===== src/rtl/serial_pkg.sv =====
// serial_pkg
//   Shared definitions for the serial frame transmitter and receiver.
//   Holds the frame-controller state encodings, the default number of
//   16-bit data words per frame, and a small helper for word indexing.
package serial_pkg;

  typedef logic [2:0] state_t;

  // Frame controller states, kept as plain constants so older blocks
  // that compare raw state codes keep working.
  localparam state_t ST_IDLE   = 3'd0;
  localparam state_t ST_RX_HI  = 3'd1;
  localparam state_t ST_RX_LO  = 3'd2;
  localparam state_t ST_CRC_HI = 3'd3;
  localparam state_t ST_CRC_LO = 3'd4;

  localparam logic [7:0] DEFAULT_N_WORD = 8'h01;

  // True when the word index points at the final data word of a frame.
  function automatic logic isLastWord(input logic [7:0] index, input logic [7:0] nWord);
    return index == (nWord - 8'd1);
  endfunction

endpackage


===== src/rtl/rx_timeout_cnt.sv =====
// rx_timeout_cnt
//   Inter-byte gap timer for the frame receiver.
//   Ports:
//     clk       - system clock, rising edge
//     reset     - synchronous active-high reset, clears the count
//     i_clear   - load the count with zero (takes priority over enable)
//     i_enable  - advance the count by one per cycle
//     o_expired - high while the count equals TIMEOUT
module rx_timeout_cnt #(
  parameter logic [15:0] TIMEOUT = 16'd5000
) (
  input  logic clk,
  input  logic reset,
  input  logic i_clear,
  input  logic i_enable,
  output logic o_expired
);

  logic [15:0] r_count;

  // The count saturates at TIMEOUT so a stalled controller never sees
  // the timer wrap around and miss the expiry.
  always_ff @(posedge clk) begin
    if (reset) begin
      r_count <= 16'd0;
    end else if (i_clear) begin
      r_count <= 16'd0;
    end else if (i_enable && (r_count != TIMEOUT)) begin
      r_count <= r_count + 16'd1;
    end
  end

  assign o_expired = (r_count == TIMEOUT);

endmodule


===== src/rtl/serial_rx_ctrl.sv =====
// serial_rx_ctrl
//   Receive-side frame controller. Assembles byte pairs into 16-bit words,
//   feeds data bytes to an external CRC engine, checks the trailing CRC
//   and flags good frames, CRC mismatches and inter-byte timeouts.
//   Ports:
//     clk, reset   - system clock, synchronous active-high reset
//     byte_in      - received byte, valid while rx_done is high
//     rx_done      - byte strobe from the byte receiver (edge detected here)
//     crc_16       - running CRC from the CRC engine
//     crc_byte     - byte presented to the CRC engine
//     crc_en       - one-cycle CRC update strobe
//     reset_crc    - CRC engine clear
//     data_out     - assembled word {hi, lo}
//     data_select  - word index of data_out
//     data_wr      - one-cycle word write strobe
//     frame_ok     - one-cycle pulse on a good frame
//     frame_err    - one-cycle pulse on CRC mismatch or timeout
//     busy         - high whenever the controller is not idle
module serial_rx_ctrl
  import serial_pkg::*;
#(
  parameter logic [7:0]  N_WORD  = DEFAULT_N_WORD,
  parameter logic [15:0] TIMEOUT = 16'd5000
) (
  input  logic        clk,
  input  logic        reset,
  input  logic [7:0]  byte_in,
  input  logic        rx_done,
  input  logic [15:0] crc_16,
  output logic [7:0]  crc_byte,
  output logic        crc_en,
  output logic        reset_crc,
  output logic [15:0] data_out,
  output logic [7:0]  data_select,
  output logic        data_wr,
  output logic        frame_ok,
  output logic        frame_err,
  output logic        busy
);

  state_t      r_state;
  logic        r_rxDonePrev;
  logic [7:0]  r_hiByte;
  logic [7:0]  r_crcHiByte;
  logic [15:0] r_crcExpected;
  logic        r_advance;
  logic [7:0]  r_crcByte;
  logic        r_crcEn;
  logic        r_resetCrc;
  logic [15:0] r_dataOut;
  logic [7:0]  r_dataSelect;
  logic        r_dataWr;
  logic        r_frameOk;
  logic        r_frameErr;

  logic w_byteEvent;
  logic w_timerClear;
  logic w_timerEnable;
  logic w_timerExpired;

  // A held rx_done counts once: only its rising edge is a byte event.
  assign w_byteEvent   = rx_done & ~r_rxDonePrev;
  assign w_timerClear  = w_byteEvent | (r_state == ST_IDLE);
  assign w_timerEnable = (r_state != ST_IDLE);

  rx_timeout_cnt #(
    .TIMEOUT(TIMEOUT)
  ) u_timeout (
    .clk      (clk),
    .reset    (reset),
    .i_clear  (w_timerClear),
    .i_enable (w_timerEnable),
    .o_expired(w_timerExpired)
  );

  // Frame state machine. Strobes default low every cycle. The word index
  // is advanced one cycle after the lo byte so data_select still names the
  // word being written while data_wr is high; rx_done must fall before the
  // next event, so the deferred increment always lands first.
  // r_rxDonePrev resets high so an rx_done already high at reset release
  // is ignored until it drops.
  always_ff @(posedge clk) begin
    if (reset) begin
      r_state       <= ST_IDLE;
      r_rxDonePrev  <= 1'b1;
      r_hiByte      <= 8'd0;
      r_crcHiByte   <= 8'd0;
      r_crcExpected <= 16'd0;
      r_advance     <= 1'b0;
      r_crcByte     <= 8'd0;
      r_crcEn       <= 1'b0;
      r_resetCrc    <= 1'b1;
      r_dataOut     <= 16'd0;
      r_dataSelect  <= 8'd0;
      r_dataWr      <= 1'b0;
      r_frameOk     <= 1'b0;
      r_frameErr    <= 1'b0;
    end else begin
      r_rxDonePrev <= rx_done;
      r_crcEn      <= 1'b0;
      r_dataWr     <= 1'b0;
      r_frameOk    <= 1'b0;
      r_frameErr   <= 1'b0;
      r_advance    <= 1'b0;

      if (r_advance) begin
        r_dataSelect <= r_dataSelect + 8'd1;
      end

      if ((r_state != ST_IDLE) && !w_byteEvent && w_timerExpired) begin
        // Gap too long: abandon the frame.
        r_frameErr   <= 1'b1;
        r_resetCrc   <= 1'b1;
        r_dataSelect <= 8'd0;
        r_state      <= ST_IDLE;
      end else begin
        case (r_state)
          ST_IDLE: begin
            r_resetCrc   <= 1'b1;
            r_dataSelect <= 8'd0;
            if (w_byteEvent) begin
              r_crcByte  <= byte_in;
              r_crcEn    <= 1'b1;
              r_resetCrc <= 1'b0;
              r_hiByte   <= byte_in;
              r_state    <= ST_RX_LO;
            end
          end
          ST_RX_HI: begin
            if (w_byteEvent) begin
              r_crcByte  <= byte_in;
              r_crcEn    <= 1'b1;
              r_resetCrc <= 1'b0;
              r_hiByte   <= byte_in;
              r_state    <= ST_RX_LO;
            end
          end
          ST_RX_LO: begin
            if (w_byteEvent) begin
              r_crcByte  <= byte_in;
              r_crcEn    <= 1'b1;
              r_resetCrc <= 1'b0;
              r_dataOut  <= {r_hiByte, byte_in};
              r_dataWr   <= 1'b1;
              if (isLastWord(r_dataSelect, N_WORD)) begin
                r_state <= ST_CRC_HI;
              end else begin
                r_advance <= 1'b1;
                r_state   <= ST_RX_HI;
              end
            end
          end
          ST_CRC_HI: begin
            if (w_byteEvent) begin
              r_crcExpected <= crc_16;
              r_crcHiByte   <= byte_in;
              r_state       <= ST_CRC_LO;
            end
          end
          ST_CRC_LO: begin
            if (w_byteEvent) begin
              if ({r_crcHiByte, byte_in} == r_crcExpected) begin
                r_frameOk <= 1'b1;
              end else begin
                r_frameErr <= 1'b1;
              end
              r_resetCrc   <= 1'b1;
              r_dataSelect <= 8'd0;
              r_state      <= ST_IDLE;
            end
          end
          default: begin
            r_state <= ST_IDLE;
          end
        endcase
      end
    end
  end

  assign crc_byte    = r_crcByte;
  assign crc_en      = r_crcEn;
  assign reset_crc   = r_resetCrc;
  assign data_out    = r_dataOut;
  assign data_select = r_dataSelect;
  assign data_wr     = r_dataWr;
  assign frame_ok    = r_frameOk;
  assign frame_err   = r_frameErr;
  assign busy        = (r_state != ST_IDLE);

endmodule


===== config.mk =====
export PLATFORM = sky130hd
export DESIGN_NAME = serial_rx_ctrl
export DESIGN_NICKNAME = d
export VERILOG_FILES = /design/src/rtl/serial_pkg.sv /design/src/rtl/rx_timeout_cnt.sv /design/src/rtl/serial_rx_ctrl.sv
export SDC_FILE = /design/constraint.sdc
export NUM_CORES = 1
export LEC_CHECK = 0
export BUFFER_PORTS_ARGS = -buffer_cell sky130_fd_sc_hd__buf_4
export CELL_PAD_IN_SITES_DETAIL_PLACEMENT = 0
export CELL_PAD_IN_SITES_GLOBAL_PLACEMENT = 2
export CORE_AREA = 2 2 106 108
export CTS_CLUSTER_DIAMETER = 100
export CTS_CLUSTER_SIZE = 40
export DETAILED_ROUTE_END_ITERATION = 16
export DIE_AREA = 0 0 108 110
export GPL_ROUTABILITY_DRIVEN = 0
export PLACE_DENSITY_LB_ADDON = 0.1
export SYNTH_ARGS = -nofsm -noshare
export SYNTH_HDL_FRONTEND = slang
export SYNTH_SLANG_ARGS = --single-unit

===== constraint.sdc =====
create_clock -name clk -period 4.4 [get_ports clk]
set_clock_uncertainty 0.2 [all_clocks]
set_input_delay 0.66 -clock clk [delete_from_list [all_inputs] [get_ports clk]]
set_output_delay 0.66 -clock clk [all_outputs]
set_load 0.05 [all_outputs]

# After elaboration in Yosys (flattened, before gate mapping)
# Index checks and enable logic that the tools add are counted.
dict set report classes {
  n_addsub 2
  eq_ne 12
  n_mux 20
  bitwise 8
  n_reduce_logical 23
}
# cell n
set op_table {}
lappend op_table {{$add 16x1->16 const B} 1}
lappend op_table {{$eq 16x13->1 const B} 1}
lappend op_table {{$eq 16x16->1} 1}
lappend op_table {{$mux 8} 2}
lappend op_table {{$ne 16x13->1 const B} 1}
lappend op_table {{$pmux 8 s2} 1}
lappend op_table {{$reduce_and 3->1} 5}
lappend op_table {{$mux 3} 4}
lappend op_table {{$pmux 3 s4} 1}
lappend op_table {{$mux 1} 10}
lappend op_table {{$reduce_or 3->1} 3}
lappend op_table {{$add 8x1->8 const B} 1}
lappend op_table {{$logic_not 8->1} 1}
lappend op_table {{$reduce_or 2->1} 4}
lappend op_table {{$reduce_or 4->1} 2}
lappend op_table {{$eq 3x2->1 const B} 2}
lappend op_table {{$ne 2x2->1 const B} 3}
lappend op_table {{$not 1->1} 6}
lappend op_table {{$reduce_bool 3->1} 2}
lappend op_table {{$ne 2x1->1 const B} 2}
lappend op_table {{$reduce_and 4->1} 1}
lappend op_table {{$eq 3x1->1 const B} 1}
lappend op_table {{$eq 3x3->1 const B} 1}
lappend op_table {{$logic_and 1x1->1} 3}
lappend op_table {{other kinds (6)} 6}
dict set report totals {
  regBits 90
  input_bits 27
  output_inout_bits 38
  elab_cells 80
}

# Depth between registers and ports, before layout
# Gate-level depths: netlist (run 1).
dict set report depth {
  ltp_word 7
  depth_mapped 7
  ltp_nobuf 6
}

# Hierarchy
# Synthesis (run 1) repeated with hierarchy kept, for this count alone.
dict set report hier_totals {
  cells_unflattened 446
  area_unflattened_um2 3771.1
}
# module instances cells_each area_per_inst_um2 seq_area_each_um2
set modules_own_cells {}
lappend modules_own_cells {serial_rx_ctrl 1 352 2957.8 1481.4}
lappend modules_own_cells {rx_timeout_cnt 1 94 813.3 320.3}

# Least setup slack after synthesis (run 1)
# OpenSTA, ideal clock, no wires.
dict set report synth_path {
  path_type {register -> register}
  start {reg r_dataSelect[0] (netlist: data_select[0])}
  end {reg r_state[1]}
  setup_ps 114
  t_arrival_ps 1787
  required_time_ps 4086
  slack_ps 2299
  path_stages_with_launch 7
  path_buffers 0
  period_less_slack_ps 2101
  cell_sequence {dfxtp_1 > inv_1 > ha_1 > or4b_1 > nor4_1 > a211oi_1 > a2111oi_0}
}
dict set report synth_via {
  elab_chain_cells 4
}
# item line_no
set synth_rtl {}
lappend synth_rtl {{from (decl)} serial_rx_ctrl.sv:51} ;# logic [7:0] r_dataSelect;
lappend synth_rtl {{from (signal assigned)} serial_rx_ctrl.sv:107} ;# r_dataSelect <= r_dataSelect + 8'd1;
lappend synth_rtl {{$logic_not 8->1} serial_pkg.sv:21} ;# return index == (nWord - 8'd1);
lappend synth_rtl {{$mux 2} serial_rx_ctrl.sv:145} ;# if (isLastWord(r_dataSelect, N_WORD)) begin
lappend synth_rtl {{$mux 3} serial_rx_ctrl.sv:139} ;# if (w_byteEvent) begin
lappend synth_rtl {{$pmux 3 s4} serial_rx_ctrl.sv:117} ;# case (r_state)
lappend synth_rtl {{to (signal assigned)} serial_rx_ctrl.sv:115} ;# r_state <= ST_IDLE;
lappend synth_rtl {{to (signal assigned)} serial_rx_ctrl.sv:146} ;# r_state <= ST_CRC_HI;
lappend synth_rtl {{to (signal assigned)} serial_rx_ctrl.sv:149} ;# r_state <= ST_RX_HI;
lappend synth_rtl {{to (decl)} serial_rx_ctrl.sv:41} ;# state_t r_state;
# Every way passes these cells. The select of a mux whose other input is x is not followed.
# A chain may end at the register's enable or synchronous reset.

# Final worst setup path (run 1)
dict set report layout_path {
  start {reg u_timeout.r_count[0]}
  end {reg r_dataSelect[0] (netlist: data_select[0])}
}
dict set report layout_via {
  elab_chain_cells 3
}
# item line_no
set layout_rtl {}
lappend layout_rtl {{from (decl)} rx_timeout_cnt.sv:19} ;# logic [15:0] r_count;
lappend layout_rtl {{from (signal assigned)} rx_timeout_cnt.sv:29} ;# r_count <= r_count + 16'd1;
lappend layout_rtl {{$eq 16x13->1} rx_timeout_cnt.sv:33} ;# assign o_expired = (r_count == TIMEOUT);
lappend layout_rtl {{$logic_and 1x1->1} serial_rx_ctrl.sv:110} ;# if ((r_state != ST_IDLE) && !w_byteEvent && w_timerExpired) begin
lappend layout_rtl {{$reduce_or 2->1 (no source line)} --}
# Every way passes these cells.

==> impl_metrics.xml, run 1 <==
<?xml version="1.0" encoding="UTF-8"?>
<metrics>
  <group name="cells_and_area">
    <metric name="count_of_non_filler_cells_in_the_finished_layout" unit="">647</metric>
    <metric name="finalNetCount" unit="">533</metric>
    <metric name="syn2layout_area_growth" unit="%">21.3</metric>
    <metric name="postLayoutCoreUtil" unit="%">41.3</metric>
    <metric name="final_area" unit="mm^2">0.00442</metric>
    <metric name="layout_commonest_cell" unit="">sky130_fd_sc_hd__nand2_1</metric>
    <metric name="drive_gt1_share" unit="%">17.6</metric>
    <metric name="n_antenna_cell" unit="">0</metric>
    <metric name="most_frequent_cells_in_the_layout" unit="">114 x sky130_fd_sc_hd__nand2_1, 90 x sky130_fd_sc_hd__dfxtp_1, 66 x sky130_fd_sc_hd__buf_4, 64 x sky130_fd_sc_hd__a21oi_1, 29 x sky130_fd_sc_hd__nor2_1</metric>
  </group>
  <group name="min_path">
    <metric name="hold_start" unit="">r_hiByte[5]$_SDFFE_PP0P_</metric>
    <metric name="hold_path_stages" unit="">2</metric>
    <metric name="hold_path_class" unit="">flop to flop</metric>
    <metric name="min_to" unit="">data_out[13]$_SDFFE_PP0P_</metric>
  </group>
  <group name="logic_synthesis">
    <metric name="yosys.area.top_type_share" unit="%">49.4</metric>
    <metric name="synth_register_bits" unit="">90</metric>
    <metric name="synth.area.top_cells" unit="">sky130_fd_sc_hd__dfxtp_1 49%, sky130_fd_sc_hd__nand2_1 12%, sky130_fd_sc_hd__a21oi_1 8.8%, sky130_fd_sc_hd__xor2_1 5.0%, sky130_fd_sc_hd__nor2_1 3.0%</metric>
    <metric name="mappedNetlistNets" unit="">477</metric>
    <metric name="syn_inst" unit="">446</metric>
    <metric name="yosys_warnings" unit="">0</metric>
    <metric name="synth.avg_cell_area" unit="um^2">8.17</metric>
    <metric name="number_of_flops_mapped_to_enable_cells_by_yosys" unit="">0</metric>
    <metric name="synth_top_area_cell" unit="">sky130_fd_sc_hd__dfxtp_1</metric>
    <metric name="dominantRegCellSynth" unit="">sky130_fd_sc_hd__dfxtp_1</metric>
    <metric name="netlist_area" unit="mm^2">0.00365</metric>
    <metric name="synth-seq-area-share" unit="%">49.4</metric>
    <metric name="post_synth_cell_types" unit="">39</metric>
    <metric name="synth_async_sr_flop_share" unit="%">0</metric>
  </group>
  <group name="routing">
    <metric name="route.vias.total" unit="">3099</metric>
    <metric name="wl" unit="um">8780</metric>
    <metric name="route.detailed.wl_per_inst" unit="um">13.6</metric>
    <metric name="detailedRoute.firstIterationViolations" unit="">117</metric>
    <metric name="drt_drc_violations_left" unit="">0</metric>
    <metric name="detail_route.vias_per_cell" unit="">4.79</metric>
    <metric name="first_pass_iters" unit="">4</metric>
    <metric name="antenna_left" unit="">0</metric>
  </group>
  <group name="clocking">
    <metric name="cts_max_level" unit="">3</metric>
    <metric name="numCtsBuffers" unit="">9</metric>
    <metric name="numClockSinks" unit="">90</metric>
    <metric name="post_cts.resized_instances" unit="">0</metric>
    <metric name="cts-root-to-sink-buffers" unit="">2</metric>
    <metric name="clockRootBuffer" unit="">sky130_fd_sc_hd__clkbuf_8</metric>
    <metric name="clk_latency" unit="ns">0.36</metric>
    <metric name="cts.repair_timing.setup_buffer_count" unit="">0</metric>
    <metric name="cts_tree" unit="">done</metric>
    <metric name="clk_pin_slew" unit="ns">0.10</metric>
    <metric name="postCtsHoldBufs" unit="">0</metric>
  </group>
  <group name="global_routing">
    <metric name="grt_antenna_before_repair" unit="">0</metric>
    <metric name="first_global_vias" unit="">2826</metric>
    <metric name="grt-ovfl-total" unit="">0</metric>
    <metric name="gr-usage-all-layers" unit="%">15.3</metric>
    <metric name="wire_length_of_the_first_global_routing_pass" unit="um">14300</metric>
    <metric name="grt_max_degree" unit="">63</metric>
  </group>
  <group name="job">
    <metric name="cap_violations" unit="">0</metric>
  </group>
  <group name="setup_path">
    <metric name="r2r_setup_slack" unit="ns">2.02</metric>
    <metric name="worstReg2RegEnd" unit="">data_select[0]$_SDFF_PP0_</metric>
    <metric name="startpoint_type_of_the_worst_setup_path" unit="">flop</metric>
    <metric name="worstPathMaxFanout" unit="">8</metric>
    <metric name="arrival" unit="ns">2.41</metric>
    <metric name="crit_required" unit="ns">4.43</metric>
    <metric name="crit_type" unit="">flop to flop</metric>
    <metric name="end_kind" unit="">flop</metric>
    <metric name="critical_path.reg2reg.startpoint" unit="">u_timeout.r_count[0]$_SDFFE_PP0P_</metric>
    <metric name="r2r.worst_path.cells" unit="">6</metric>
  </group>
  <group name="timing">
    <metric name="max_freq" unit="GHz">0.420</metric>
    <metric name="rsz0062_at_grt" unit="">false</metric>
    <metric name="max_slew.worst_pin.slew" unit="ns">0.962</metric>
    <metric name="final.min_clock_period" unit="ns">2.38</metric>
    <metric name="totalNegativeSetupSlack" unit="ns">0</metric>
    <metric name="final-setup-viol-count" unit="">0</metric>
    <metric name="timing.max_slew.rel_slack" unit="%">35.7</metric>
    <metric name="timing.final.hold_violations" unit="">0</metric>
    <metric name="timing.final.crit_share" unit="%">54.1</metric>
    <metric name="timing_max_transition_violations_final" unit="">0</metric>
  </group>
  <group name="floorplanning">
    <metric name="rows" unit="">38</metric>
    <metric name="fp.dieArea" unit="mm^2">0.0119</metric>
    <metric name="die_w" unit="um">108</metric>
    <metric name="design.portCount" unit="">65</metric>
    <metric name="floorplan.initialDensity" unit="%">34.1</metric>
    <metric name="die_y" unit="um">110</metric>
    <metric name="core_region_area" unit="mm^2">0.0107</metric>
  </group>
  <group name="run_status">
    <metric name="status" unit="">finished clean</metric>
  </group>
  <group name="pwr">
    <metric name="design_power_total" unit="W">0.00146</metric>
    <metric name="vdd_drop_max" unit="mV">0.155</metric>
    <metric name="powerDensity" unit="mW/mm^2">329</metric>
    <metric name="leakage" unit="nW">1.61</metric>
  </group>
  <group name="placed_design">
    <metric name="dpl.hpwl" unit="um">5950</metric>
    <metric name="placed_cells" unit="">631</metric>
    <metric name="port_buffers" unit="">64</metric>
    <metric name="dpl_cell_area" unit="mm^2">0.00424</metric>
  </group>
</metrics>
worst max-delay path, stage by stage, from the launching register on:
cell and delay [ns]:
sky130_fd_sc_hd__dfxtp_1 0.38, sky130_fd_sc_hd__inv_1 0.08, sky130_fd_sc_hd__ha_1 0.13, sky130_fd_sc_hd__nor4b_1 0.39, sky130_fd_sc_hd__nand4_1 0.32, sky130_fd_sc_hd__o211ai_1 0.65
sky130_fd_sc_hd__nor2_1 0.11
where the power goes:
group / total (W) / switching (W) / internal (W)
logic: 0.0000869 / 0.0000558 / 0.0000311
registers: 0.000827 / 0.00000570 / 0.000821
clock network: 0.000543 / 0.000316 / 0.000227
metal layers:
layer / wire length [um] / part of all wire, % / vias up / GRT usage (%)
met2: 3950 / 45 / 49 / 23.9
met5: 0 / 0 / - / 0
met4: 61 / 0.69 / 0 / 4.40
li1: - / - / 1611 / -
met1: 4460 / 51 / 1434 / 21.0
met3: 308 / 3.5 / 5 / 3.82
synthesized netlist by cell type (2+ instances only):
library cell / n
sky130_fd_sc_hd__nand2_1: 114
sky130_fd_sc_hd__dfxtp_1: 90
sky130_fd_sc_hd__a21oi_1: 64
sky130_fd_sc_hd__nor2_1: 29
sky130_fd_sc_hd__xor2_1: 21
sky130_fd_sc_hd__clkbuf_1: 18
sky130_fd_sc_hd__nand3_1: 17
sky130_fd_sc_hd__inv_1: 11
sky130_fd_sc_hd__xnor2_1: 11
sky130_fd_sc_hd__nand4_1: 10
sky130_fd_sc_hd__nor4_1: 9
sky130_fd_sc_hd__nor3_1: 6
sky130_fd_sc_hd__or3_1: 5
sky130_fd_sc_hd__ha_1: 4
sky130_fd_sc_hd__o21ai_0: 4
sky130_fd_sc_hd__nor4b_1: 3
sky130_fd_sc_hd__and3_1: 2
sky130_fd_sc_hd__buf_2: 2
sky130_fd_sc_hd__mux2i_1: 2
sky130_fd_sc_hd__nand2b_1: 2
sky130_fd_sc_hd__nor2b_1: 2
sky130_fd_sc_hd__o21ai_1: 2
sky130_fd_sc_hd__or2_2: 2
stage by stage:
step | hold WS, ns | setup WS [ns]
2_1_floorplan | 0.232 | 2.30
3_3_place_gp | 0.242 | 1.79
3_5_place_dp | 0.248 | 1.78
4_1_cts | 0.263 | 1.99
5_1_grt | 0.278 | 1.85
6_report | 0.257 | 2.02
cells by family (layout without fill, tap and decap cells):
logic type	count (synthesis)	in the layout	share of synthesized area [%]
multiplexers	2	2	0.549
AND/OR/NAND/NOR	206	206	25.3
XOR/XNOR	32	32	7.69
AO/OA/AOI/OAI	79	79	12.1
adder cells (fa/ha/maj)	4	4	1.37
flip-flops	90	90	49.4
buffers and inverters	33	94	3.57
registers in the layout, summed over array words and instances, names as in the netlist, 3 cells and up:
register	cells
r_crcExpected	16
data_out	16
r_state	3
r_hiByte	8
u_timeout.r_count	16
r_crcHiByte	8
data_select	8
crc_byte	8
worst max-delay path by stage:
stage                                 startpoint  cells past startpoint                           endpoint  slack, ns
3_5_place_dp                               reset                      5  u_timeout.r_count[2]$_SDFFE_PP0P_       1.78
5_1_grt        u_timeout.r_count[1]$_SDFFE_PP0P_                      6          data_select[4]$_SDFF_PP0_       1.85
6_report       u_timeout.r_count[0]$_SDFFE_PP0P_                      6          data_select[0]$_SDFF_PP0_       2.02
2_1_floorplan          data_select[0]$_SDFF_PP0_                      6            r_state[1]$_SDFFE_PP0P_       2.30
3_3_place_gp                               reset                      5  u_timeout.r_count[2]$_SDFFE_PP0P_       1.79
4_1_cts        u_timeout.r_count[1]$_SDFFE_PP0P_                      6          data_select[0]$_SDFF_PP0_       1.99
area by class of cell:
class	count	area, um^2
sequential	90	1800
timing repair buffer	66	495
clock buffer	10	138
inverter	12	45.0
multi-input combinational	323	1720
fill	1129	6270
tap	140	175
clock inverter	6	48.8
Note: power is estimated with default switching activity, not from simulation.
==> run 2, diff against run 1 <==
--- a/config.mk
+++ b/config.mk
@@ -5,14 +5,15 @@
 export SDC_FILE = /design/constraint.sdc
 export NUM_CORES = 1
 export LEC_CHECK = 0
+export ABC_AREA = 1
 export BUFFER_PORTS_ARGS = -buffer_cell sky130_fd_sc_hd__buf_4
 export CELL_PAD_IN_SITES_DETAIL_PLACEMENT = 0
 export CELL_PAD_IN_SITES_GLOBAL_PLACEMENT = 2
-export CORE_AREA = 2 2 106 108
+export CORE_AREA = 2 2 124 126
 export CTS_CLUSTER_DIAMETER = 100
 export CTS_CLUSTER_SIZE = 40
 export DETAILED_ROUTE_END_ITERATION = 16
-export DIE_AREA = 0 0 108 110
+export DIE_AREA = 0 0 126 128
 export GPL_ROUTABILITY_DRIVEN = 0
 export PLACE_DENSITY_LB_ADDON = 0.1
 export SYNTH_ARGS = -nofsm -noshare
==> constraint.sdc (replaced) <==
create_clock -name clk -period 2 [get_ports clk]
set_clock_uncertainty 0.2 [all_clocks]
set_input_delay 0.3 -clock clk [delete_from_list [all_inputs] [get_ports clk]]
set_output_delay 0.3 -clock clk [all_outputs]
set_load 0.05 [all_outputs]
==> run 2 against run 1 <==
Against the previous run:
- synthesized cell count up 25%
- clock power rose to 3.0 times the previous value
- global-route usage down 2.1 points
- power rose to 2.6 times the previous value
- flip-flop and latch count unchanged
- area after synthesis up 11%
- utilization down 7.6 points
- sequential share of layout area down 4.8 points
- wire length up 18%
- register-to-register slack worse by 1.8 ns
- worst setup slack worse by 1.9 ns
- via count up 15%
- critical endpoint is now r_crcExpected[3]$_SDFFE_PP0P_
- largest cell class is now multi-input combinational cells
==> impl_metrics.xml, run 2 <==
<?xml version="1.0" encoding="UTF-8"?>
<metrics>
  <group name="routing">
    <metric name="route.detailed.wl_per_inst" unit="um">12.7</metric>
    <metric name="dr_wl_met2" unit="um">4820</metric>
    <metric name="wl" unit="um">10300</metric>
    <metric name="antenna_left" unit="">0</metric>
    <metric name="drt_drc_violations_left" unit="">0</metric>
    <metric name="top_layer_used" unit="">met4</metric>
    <metric name="dr_wl_met3" unit="um">369</metric>
    <metric name="detail_route.vias_per_cell" unit="">4.40</metric>
    <metric name="wirelength_met1" unit="um">5000</metric>
    <metric name="first_pass_iters" unit="">4</metric>
    <metric name="route.vias.total" unit="">3575</metric>
    <metric name="detailedRoute.firstIterationViolations" unit="">159</metric>
  </group>
  <group name="floorplanning">
    <metric name="die_w" unit="um">126</metric>
    <metric name="fp.dieArea" unit="mm^2">0.0161</metric>
    <metric name="core_region_area" unit="mm^2">0.0149</metric>
    <metric name="design.portCount" unit="">65</metric>
    <metric name="rows" unit="">45</metric>
    <metric name="floorplan.initialDensity" unit="%">27.2</metric>
    <metric name="die_y" unit="um">128</metric>
  </group>
  <group name="timing">
    <metric name="totalNegativeSetupSlack" unit="ns">0</metric>
    <metric name="final-setup-viol-count" unit="">0</metric>
    <metric name="max_slew.worst_pin.slew" unit="ns">0.443</metric>
    <metric name="max_freq" unit="GHz">0.534</metric>
    <metric name="rsz0062_at_grt" unit="">false</metric>
    <metric name="setup_slack" unit="ns">0.126</metric>
    <metric name="timing.final.hold_violations" unit="">0</metric>
    <metric name="final.min_clock_period" unit="ns">1.87</metric>
    <metric name="timing.final.crit_share" unit="%">93.7</metric>
    <metric name="timing.max_slew.rel_slack" unit="%">70.2</metric>
    <metric name="timing_max_transition_violations_final" unit="">0</metric>
  </group>
  <group name="setup_path">
    <metric name="critPathSlowestCell" unit="">sky130_fd_sc_hd__dlygate4sd3_1</metric>
    <metric name="cell_family_with_the_largest_share_of_critical_path_delay" unit="">buffers and inverters</metric>
    <metric name="startpoint_type_of_the_worst_setup_path" unit="">input pin</metric>
    <metric name="cp_slowest_stage_delay" unit="ns">0.52</metric>
    <metric name="crit_type" unit="">input pin to flop</metric>
    <metric name="critical_path.cell_chain" unit="">dlygate4sd3_1, buf_4, inv_1, nor2_4, inv_2, nor2_2, nand2_1, buf_12, o21ai_0, a21oi_1</metric>
    <metric name="critical_path.n_buffers_inverters" unit="">5</metric>
    <metric name="arrival" unit="ns">1.90</metric>
    <metric name="end_kind" unit="">flop</metric>
    <metric name="worstPathMaxFanout" unit="">47</metric>
    <metric name="crit_required" unit="ns">2.03</metric>
  </group>
  <group name="placed_design">
    <metric name="dpl.hpwl" unit="um">7570</metric>
    <metric name="dpl_cell_area" unit="mm^2">0.00472</metric>
    <metric name="post-place-ws" unit="ns">0.185</metric>
    <metric name="port_buffers" unit="">64</metric>
  </group>
  <group name="clocking">
    <metric name="clockRootBuffer" unit="">sky130_fd_sc_hd__clkbuf_16</metric>
    <metric name="numClockSinks" unit="">90</metric>
    <metric name="clk_pin_slew" unit="ns">0.06</metric>
    <metric name="cts_tree" unit="">done</metric>
    <metric name="cts-root-to-sink-buffers" unit="">2</metric>
    <metric name="cts_max_level" unit="">3</metric>
    <metric name="clk_latency" unit="ns">0.35</metric>
    <metric name="post_cts.resized_instances" unit="">0</metric>
    <metric name="cts.repair_timing.setup_buffer_count" unit="">0</metric>
    <metric name="numCtsBuffers" unit="">9</metric>
  </group>
  <group name="logic_synthesis">
    <metric name="dominantRegCellSynth" unit="">sky130_fd_sc_hd__dfxtp_1</metric>
    <metric name="number_of_flops_mapped_to_enable_cells_by_yosys" unit="">0</metric>
    <metric name="syn_inst" unit="">556</metric>
    <metric name="yosys_warnings" unit="">0</metric>
    <metric name="netlist_area" unit="mm^2">0.00405</metric>
    <metric name="synth-seq-area-share" unit="%">44.5</metric>
    <metric name="synth.area.top_cells" unit="">sky130_fd_sc_hd__dfxtp_1 45%, sky130_fd_sc_hd__nand2_1 9.6%, sky130_fd_sc_hd__nor2_1 7.9%, sky130_fd_sc_hd__o21ai_0 7.0%, sky130_fd_sc_hd__inv_1 5.8%</metric>
    <metric name="yosys.area.top_type_share" unit="%">44.5</metric>
    <metric name="synth.avg_cell_area" unit="um^2">7.28</metric>
    <metric name="synth_top_area_cell" unit="">sky130_fd_sc_hd__dfxtp_1</metric>
    <metric name="synth_async_sr_flop_share" unit="%">0</metric>
    <metric name="synthTopCellsByCount" unit="">103 x sky130_fd_sc_hd__nand2_1, 90 x sky130_fd_sc_hd__dfxtp_1, 85 x sky130_fd_sc_hd__nor2_1</metric>
    <metric name="post_synth_cell_types" unit="">31</metric>
    <metric name="mappedNetlistNets" unit="">587</metric>
    <metric name="post-synth-top-count-cell" unit="">sky130_fd_sc_hd__nand2_1</metric>
    <metric name="synth_register_bits" unit="">90</metric>
  </group>
  <group name="global_routing">
    <metric name="grt_antenna_before_repair" unit="">0</metric>
    <metric name="grt-ovfl-total" unit="">0</metric>
    <metric name="grt_max_degree" unit="">52</metric>
    <metric name="gr-usage-all-layers" unit="%">13.2</metric>
    <metric name="wire_length_of_the_first_global_routing_pass" unit="um">17000</metric>
    <metric name="first_global_vias" unit="">3390</metric>
  </group>
  <group name="min_path">
    <metric name="hold_path_class" unit="">input pin to flop</metric>
  </group>
  <group name="job">
    <metric name="cap_violations" unit="">0</metric>
  </group>
  <group name="cells_and_area">
    <metric name="most_frequent_cells_in_the_layout" unit="">103 x sky130_fd_sc_hd__nand2_1, 90 x sky130_fd_sc_hd__dfxtp_1, 85 x sky130_fd_sc_hd__nor2_1, 72 x sky130_fd_sc_hd__buf_4, 63 x sky130_fd_sc_hd__inv_1</metric>
    <metric name="layout_commonest_cell" unit="">sky130_fd_sc_hd__nand2_1</metric>
    <metric name="syn2layout_area_growth" unit="%">23.8</metric>
    <metric name="final_area" unit="mm^2">0.00501</metric>
    <metric name="drive_gt1_share" unit="%">19.5</metric>
    <metric name="n_antenna_cell" unit="">0</metric>
    <metric name="finalNetCount" unit="">652</metric>
  </group>
  <group name="pwr">
    <metric name="powerDensity" unit="mW/mm^2">749</metric>
    <metric name="leakage" unit="nW">2.03</metric>
    <metric name="vdd_drop_max" unit="mV">0.368</metric>
  </group>
  <group name="run_status">
    <metric name="status" unit="">finished clean</metric>
  </group>
</metrics>
run 2: final cells by class:
| class | count | area (um^2) |
|---|---|---|
| repair buffers | 74 | 571 |
| fillers | 1628 | 9850 |
| clock buffers | 11 | 253 |
| clock inverters | 4 | 27.5 |
| flip-flops and latches | 90 | 1800 |
| multi-input cells | 377 | 1860 |
| well taps | 188 | 235 |
| inverters | 69 | 260 |
run 2: timing repair:
action	4_1_cts	5_1_grt
hold buffers	1	0
endpoints found under the setup margin	0	0
endpoints found under the hold margin	1	0
run 2: through the flow:
stage                     instances  power [W]  hold WS [ns]  utilization (%)
after floorplan                 556    0.00205         0.228                -
after global placement          797    0.00216         0.256             31.8
after detailed placement        797    0.00216         0.261             31.8
after CTS                       813    0.00382        0.0113             33.7
after global routing            813    0.00392        0.0208             33.7
final                           813    0.00375        0.0194             33.7
run 2: path summary, 6_finish.rpt:
kind | end | depth (start not counted) | slack [ns] | startpoint
hold reg to reg | r_crcExpected[8]$_SDFFE_PP0P_ | 2 | 0.27 | r_crcExpected[8]$_SDFFE_PP0P_
setup / recovery | r_crcExpected[3]$_SDFFE_PP0P_ | 10 | 0.13 | rx_done
setup reg to reg | u_timeout.r_count[6]$_SDFFE_PP0P_ | 9 | 0.20 | u_timeout.r_count[0]$_SDFFE_PP0P_
hold / removal | r_crcExpected[1]$_SDFFE_PP0P_ | 3 | 0.02 | crc_16[1]
run 2: metal layers:
layer	GRT usage, %	vias up
met2	21.5	50
met4	4.65	0
li1	-	1901
met1	17.0	1614
met5	0	-
met3	3.55	10
run 2: power breakdown:
| group | switching, W | internal, W |
|---|---|---|
| combinational | 0.000187 | 0.0000969 |
| clock | 0.000731 | 0.000904 |
| sequential | 0.0000146 | 0.00182 |
| total | 0.000932 | 0.00282 |
run 2: tightest hold or removal path: cells and delay by family:
kind            cells  cell delay, ns
compound gates      1            0.08
buf+inv             1            0.07
simple gates        1            0.08
run 2: kinds of logic (layout without fill, tap and decap cells):
kind of cell / count (synthesis) / count (layout) / synth area share, %
and+or+nand+nor: 246 / 246 / 26.6
xor gates and xnor gates: 13 / 13 / 2.81
buffers and inverters: 89 / 158 / 9.49
adders and majority gates: 4 / 4 / 1.24
DFF: 90 / 90 / 44.5
AOI/OAI and AO/OA: 114 / 114 / 15.4
==> run 3, diff against run 2 <==
--- a/config.mk
+++ b/config.mk
@@ -5,15 +5,14 @@
 export SDC_FILE = /design/constraint.sdc
 export NUM_CORES = 1
 export LEC_CHECK = 0
-export ABC_AREA = 1
 export BUFFER_PORTS_ARGS = -buffer_cell sky130_fd_sc_hd__buf_4
 export CELL_PAD_IN_SITES_DETAIL_PLACEMENT = 0
 export CELL_PAD_IN_SITES_GLOBAL_PLACEMENT = 2
-export CORE_AREA = 2 2 124 126
+export CORE_AREA = 2 2 116 118
 export CTS_CLUSTER_DIAMETER = 100
 export CTS_CLUSTER_SIZE = 40
 export DETAILED_ROUTE_END_ITERATION = 16
-export DIE_AREA = 0 0 126 128
+export DIE_AREA = 0 0 118 120
 export GPL_ROUTABILITY_DRIVEN = 0
 export PLACE_DENSITY_LB_ADDON = 0.1
 export SYNTH_ARGS = -nofsm -noshare
==> run 3 against run 2 <==
Against the previous run:
- clock-buffer cell count rose by 2
- wire length is 4.0% lower
- die area down 12%
- final area decreased by 1.2%
- fmax shrank 2.7%
- clock power increased by 18%
- worst setup slack worse by 0.051 ns
- critical endpoint is now r_state[1]$_SDFFE_PP0P_
- largest cell class is now sequential cells
==> impl_metrics.xml, run 3 (synthesized netlist as in run 1, its figures left out) <==
<?xml version="1.0" encoding="UTF-8"?>
<metrics>
  <group name="setup_path">
    <metric name="critical_path.reg2reg.startpoint" unit="">data_select[0]$_SDFF_PP0_</metric>
    <metric name="crit_type" unit="">flop to flop</metric>
    <metric name="worstPathMaxFanout" unit="">2</metric>
    <metric name="arrival" unit="ns">1.95</metric>
    <metric name="crit_required" unit="ns">2.02</metric>
    <metric name="cell_family_with_the_largest_share_of_critical_path_delay" unit="">simple AND/OR/NAND/NOR gates</metric>
    <metric name="critical_path.cell_chain" unit="">inv_1, ha_1, or4b_4, nor4_4, buf_4, a211oi_1, a2111oi_0</metric>
    <metric name="cp_slowest_stage_delay" unit="ns">0.47</metric>
    <metric name="startpoint_type_of_the_worst_setup_path" unit="">flop</metric>
    <metric name="critical_path.n_buffers_inverters" unit="">2</metric>
    <metric name="end_kind" unit="">flop</metric>
    <metric name="timing.critical_path.from" unit="">data_select[0]$_SDFF_PP0_</metric>
    <metric name="critPathSlowestCell" unit="">sky130_fd_sc_hd__or4b_4</metric>
  </group>
  <group name="floorplanning">
    <metric name="core_region_area" unit="mm^2">0.0130</metric>
    <metric name="die_w" unit="um">118</metric>
    <metric name="fp.dieArea" unit="mm^2">0.0142</metric>
    <metric name="design.portCount" unit="">65</metric>
    <metric name="die_y" unit="um">120</metric>
    <metric name="floorplan.initialDensity" unit="%">28.1</metric>
    <metric name="rows" unit="">42</metric>
  </group>
  <group name="clocking">
    <metric name="clk_pin_slew" unit="ns">0.06</metric>
    <metric name="cts_max_level" unit="">3</metric>
    <metric name="clockRootBuffer" unit="">sky130_fd_sc_hd__clkbuf_16</metric>
    <metric name="cts-root-to-sink-buffers" unit="">2</metric>
    <metric name="numClockSinks" unit="">90</metric>
    <metric name="cts_tree" unit="">done</metric>
    <metric name="clk_latency" unit="ns">0.34</metric>
    <metric name="numCtsBuffers" unit="">9</metric>
  </group>
  <group name="pwr">
    <metric name="powerDensity" unit="mW/mm^2">803</metric>
    <metric name="power_frac_comb" unit="%">5.6</metric>
    <metric name="cellInternalPower" unit="W">0.00313</metric>
    <metric name="leakage" unit="nW">1.86</metric>
    <metric name="sw_frac_of_total" unit="%">21.2</metric>
    <metric name="clock_power_share" unit="%">48.6</metric>
    <metric name="p_sw" unit="W">0.000843</metric>
    <metric name="sequentialPowerShare" unit="%">45.7</metric>
    <metric name="vdd_drop_max" unit="mV">0.336</metric>
  </group>
  <group name="timing">
    <metric name="timing_max_transition_violations_final" unit="">0</metric>
    <metric name="max_slew.worst_pin.slew" unit="ns">0.499</metric>
    <metric name="totalNegativeSetupSlack" unit="ns">0</metric>
    <metric name="timing.final.hold_violations" unit="">0</metric>
    <metric name="rsz0062_at_grt" unit="">false</metric>
    <metric name="timing.final.crit_share" unit="%">96.3</metric>
    <metric name="setup_slack" unit="ns">0.0749</metric>
    <metric name="max_freq" unit="GHz">0.519</metric>
    <metric name="final.min_clock_period" unit="ns">1.93</metric>
    <metric name="timing.max_slew.rel_slack" unit="%">66.3</metric>
    <metric name="final-setup-viol-count" unit="">0</metric>
  </group>
  <group name="cells_and_area">
    <metric name="layout_commonest_cell" unit="">sky130_fd_sc_hd__nand2_1</metric>
    <metric name="syn2layout_area_growth" unit="%">35.7</metric>
    <metric name="drive_gt1_share" unit="%">22.4</metric>
    <metric name="most_frequent_cells_in_the_layout" unit="">114 x sky130_fd_sc_hd__nand2_1, 89 x sky130_fd_sc_hd__buf_4, 87 x sky130_fd_sc_hd__dfxtp_1, 64 x sky130_fd_sc_hd__a21oi_1, 29 x sky130_fd_sc_hd__nor2_1</metric>
    <metric name="finalNetCount" unit="">565</metric>
    <metric name="num-fill-cells" unit="">1422</metric>
    <metric name="n_antenna_cell" unit="">0</metric>
  </group>
  <group name="min_path">
    <metric name="hold_path_class" unit="">input pin to flop</metric>
    <metric name="hold_start" unit="">crc_16[6]</metric>
  </group>
  <group name="global_routing">
    <metric name="grt-ovfl-total" unit="">0</metric>
    <metric name="grt_max_degree" unit="">26</metric>
    <metric name="gr-usage-all-layers" unit="%">14.5</metric>
    <metric name="first_global_vias" unit="">3157</metric>
    <metric name="grt_antenna_before_repair" unit="">0</metric>
    <metric name="wire_length_of_the_first_global_routing_pass" unit="um">16000</metric>
  </group>
  <group name="routing">
    <metric name="route.vias.total" unit="">3228</metric>
    <metric name="first_pass_iters" unit="">4</metric>
    <metric name="route.detailed.wl_per_inst" unit="um">13.9</metric>
    <metric name="antenna_left" unit="">0</metric>
    <metric name="detail_route.vias_per_cell" unit="">4.51</metric>
    <metric name="drt_drc_violations_left" unit="">0</metric>
    <metric name="detailedRoute.firstIterationViolations" unit="">158</metric>
    <metric name="wl" unit="um">9920</metric>
  </group>
  <group name="run_status">
    <metric name="status" unit="">finished clean</metric>
  </group>
  <group name="placed_design">
    <metric name="port_buffers" unit="">64</metric>
    <metric name="post-place-ws" unit="ns">0.0117</metric>
    <metric name="dpl.hpwl" unit="um">6950</metric>
  </group>
  <group name="job">
    <metric name="cap_violations" unit="">0</metric>
  </group>
</metrics>
## run 3: cell types whose count changed in the layout (fill, tap and decap cells not counted), sizes merged, moves of 8 or more
| cell | before | now |
|---|---|---|
| nor2 | 89 | 29 |
| inv | 67 | 12 |
| o21ai | 57 | 6 |
| buf | 73 | 91 |
| a21oi | 51 | 64 |
| xor2 | 10 | 21 |
| nor4 | 1 | 9 |
| xnor2 | 3 | 11 |
## run 3: metrics by stage
step,std cells,util [%],hold WS [ns],cell area [um^2],power (W)
floorplan,446,-,0.207,3650,0.00196
global placement,691,34.6,0.241,4490,0.00207
detailed placement,691,34.6,0.248,4490,0.00207
CTS,714,37.9,0.0000676,4910,0.00405
global route,715,38.1,0.00725,4950,0.00415
finish,715,38.1,0.00982,4950,0.00397
## run 3: worst register-to-register path: stages, from the launching register on
cell                        delay, ns
sky130_fd_sc_hd__dfxtp_2         0.32
sky130_fd_sc_hd__inv_1           0.05
sky130_fd_sc_hd__ha_1            0.13
sky130_fd_sc_hd__or4b_4          0.47
sky130_fd_sc_hd__nor4_4          0.15
sky130_fd_sc_hd__buf_4           0.16
sky130_fd_sc_hd__a211oi_1        0.06
sky130_fd_sc_hd__a2111oi_0       0.27
## run 3: power groups by stage
stage          clock, W  sequential (W)  combinational (W)
6_report        0.00193         0.00182           0.000223
5_1_grt         0.00209         0.00182           0.000243
4_1_cts         0.00201         0.00182           0.000228
3_5_place_dp          0         0.00186           0.000217
3_3_place_gp          0         0.00186           0.000215
2_1_floorplan         0         0.00188          0.0000794
## run 3: routing by layer
layer	vias up	global-route usage, %	share of wire, %
met2	50	24.1	47
met1	1496	17.9	48
met3	9	4.18	4.1
met4	0	5.12	1.2
met5	-	0	0
li1	1673	-	-
## run 3: repair_timing
item	CTS	global route
buffers inserted	0	1
endpoints found under the setup margin	1	18
resized for setup	1	5
endpoints found under the hold margin	7	0
pin swaps	0	1
hold buffers	7	0
## run 3: area by class of cell
type | instances | area (um^2) | share of cell area [%]
flip-flops and latches | 90 | 1810 | 36.5
multi-input cells | 323 | 1750 | 35.4
well taps | 176 | 220 | 4.45
repair buffers | 98 | 778 | 15.7
inverters | 12 | 45.0 | 0.910
clock buffers | 13 | 280 | 5.67
clock inverters | 3 | 68.8 | 1.39
## run 3: worst paths after layout
kind                                        end  slack, ns  cells past startpoint
setup reg to reg        r_state[1]$_SDFFE_PP0P_       0.07                      7
setup / recovery        r_state[1]$_SDFFE_PP0P_       0.07                      7
hold / removal    r_crcExpected[6]$_SDFFE_PP0P_       0.01                      3
hold reg to reg        data_out[9]$_SDFFE_PP0P_       0.25                      2
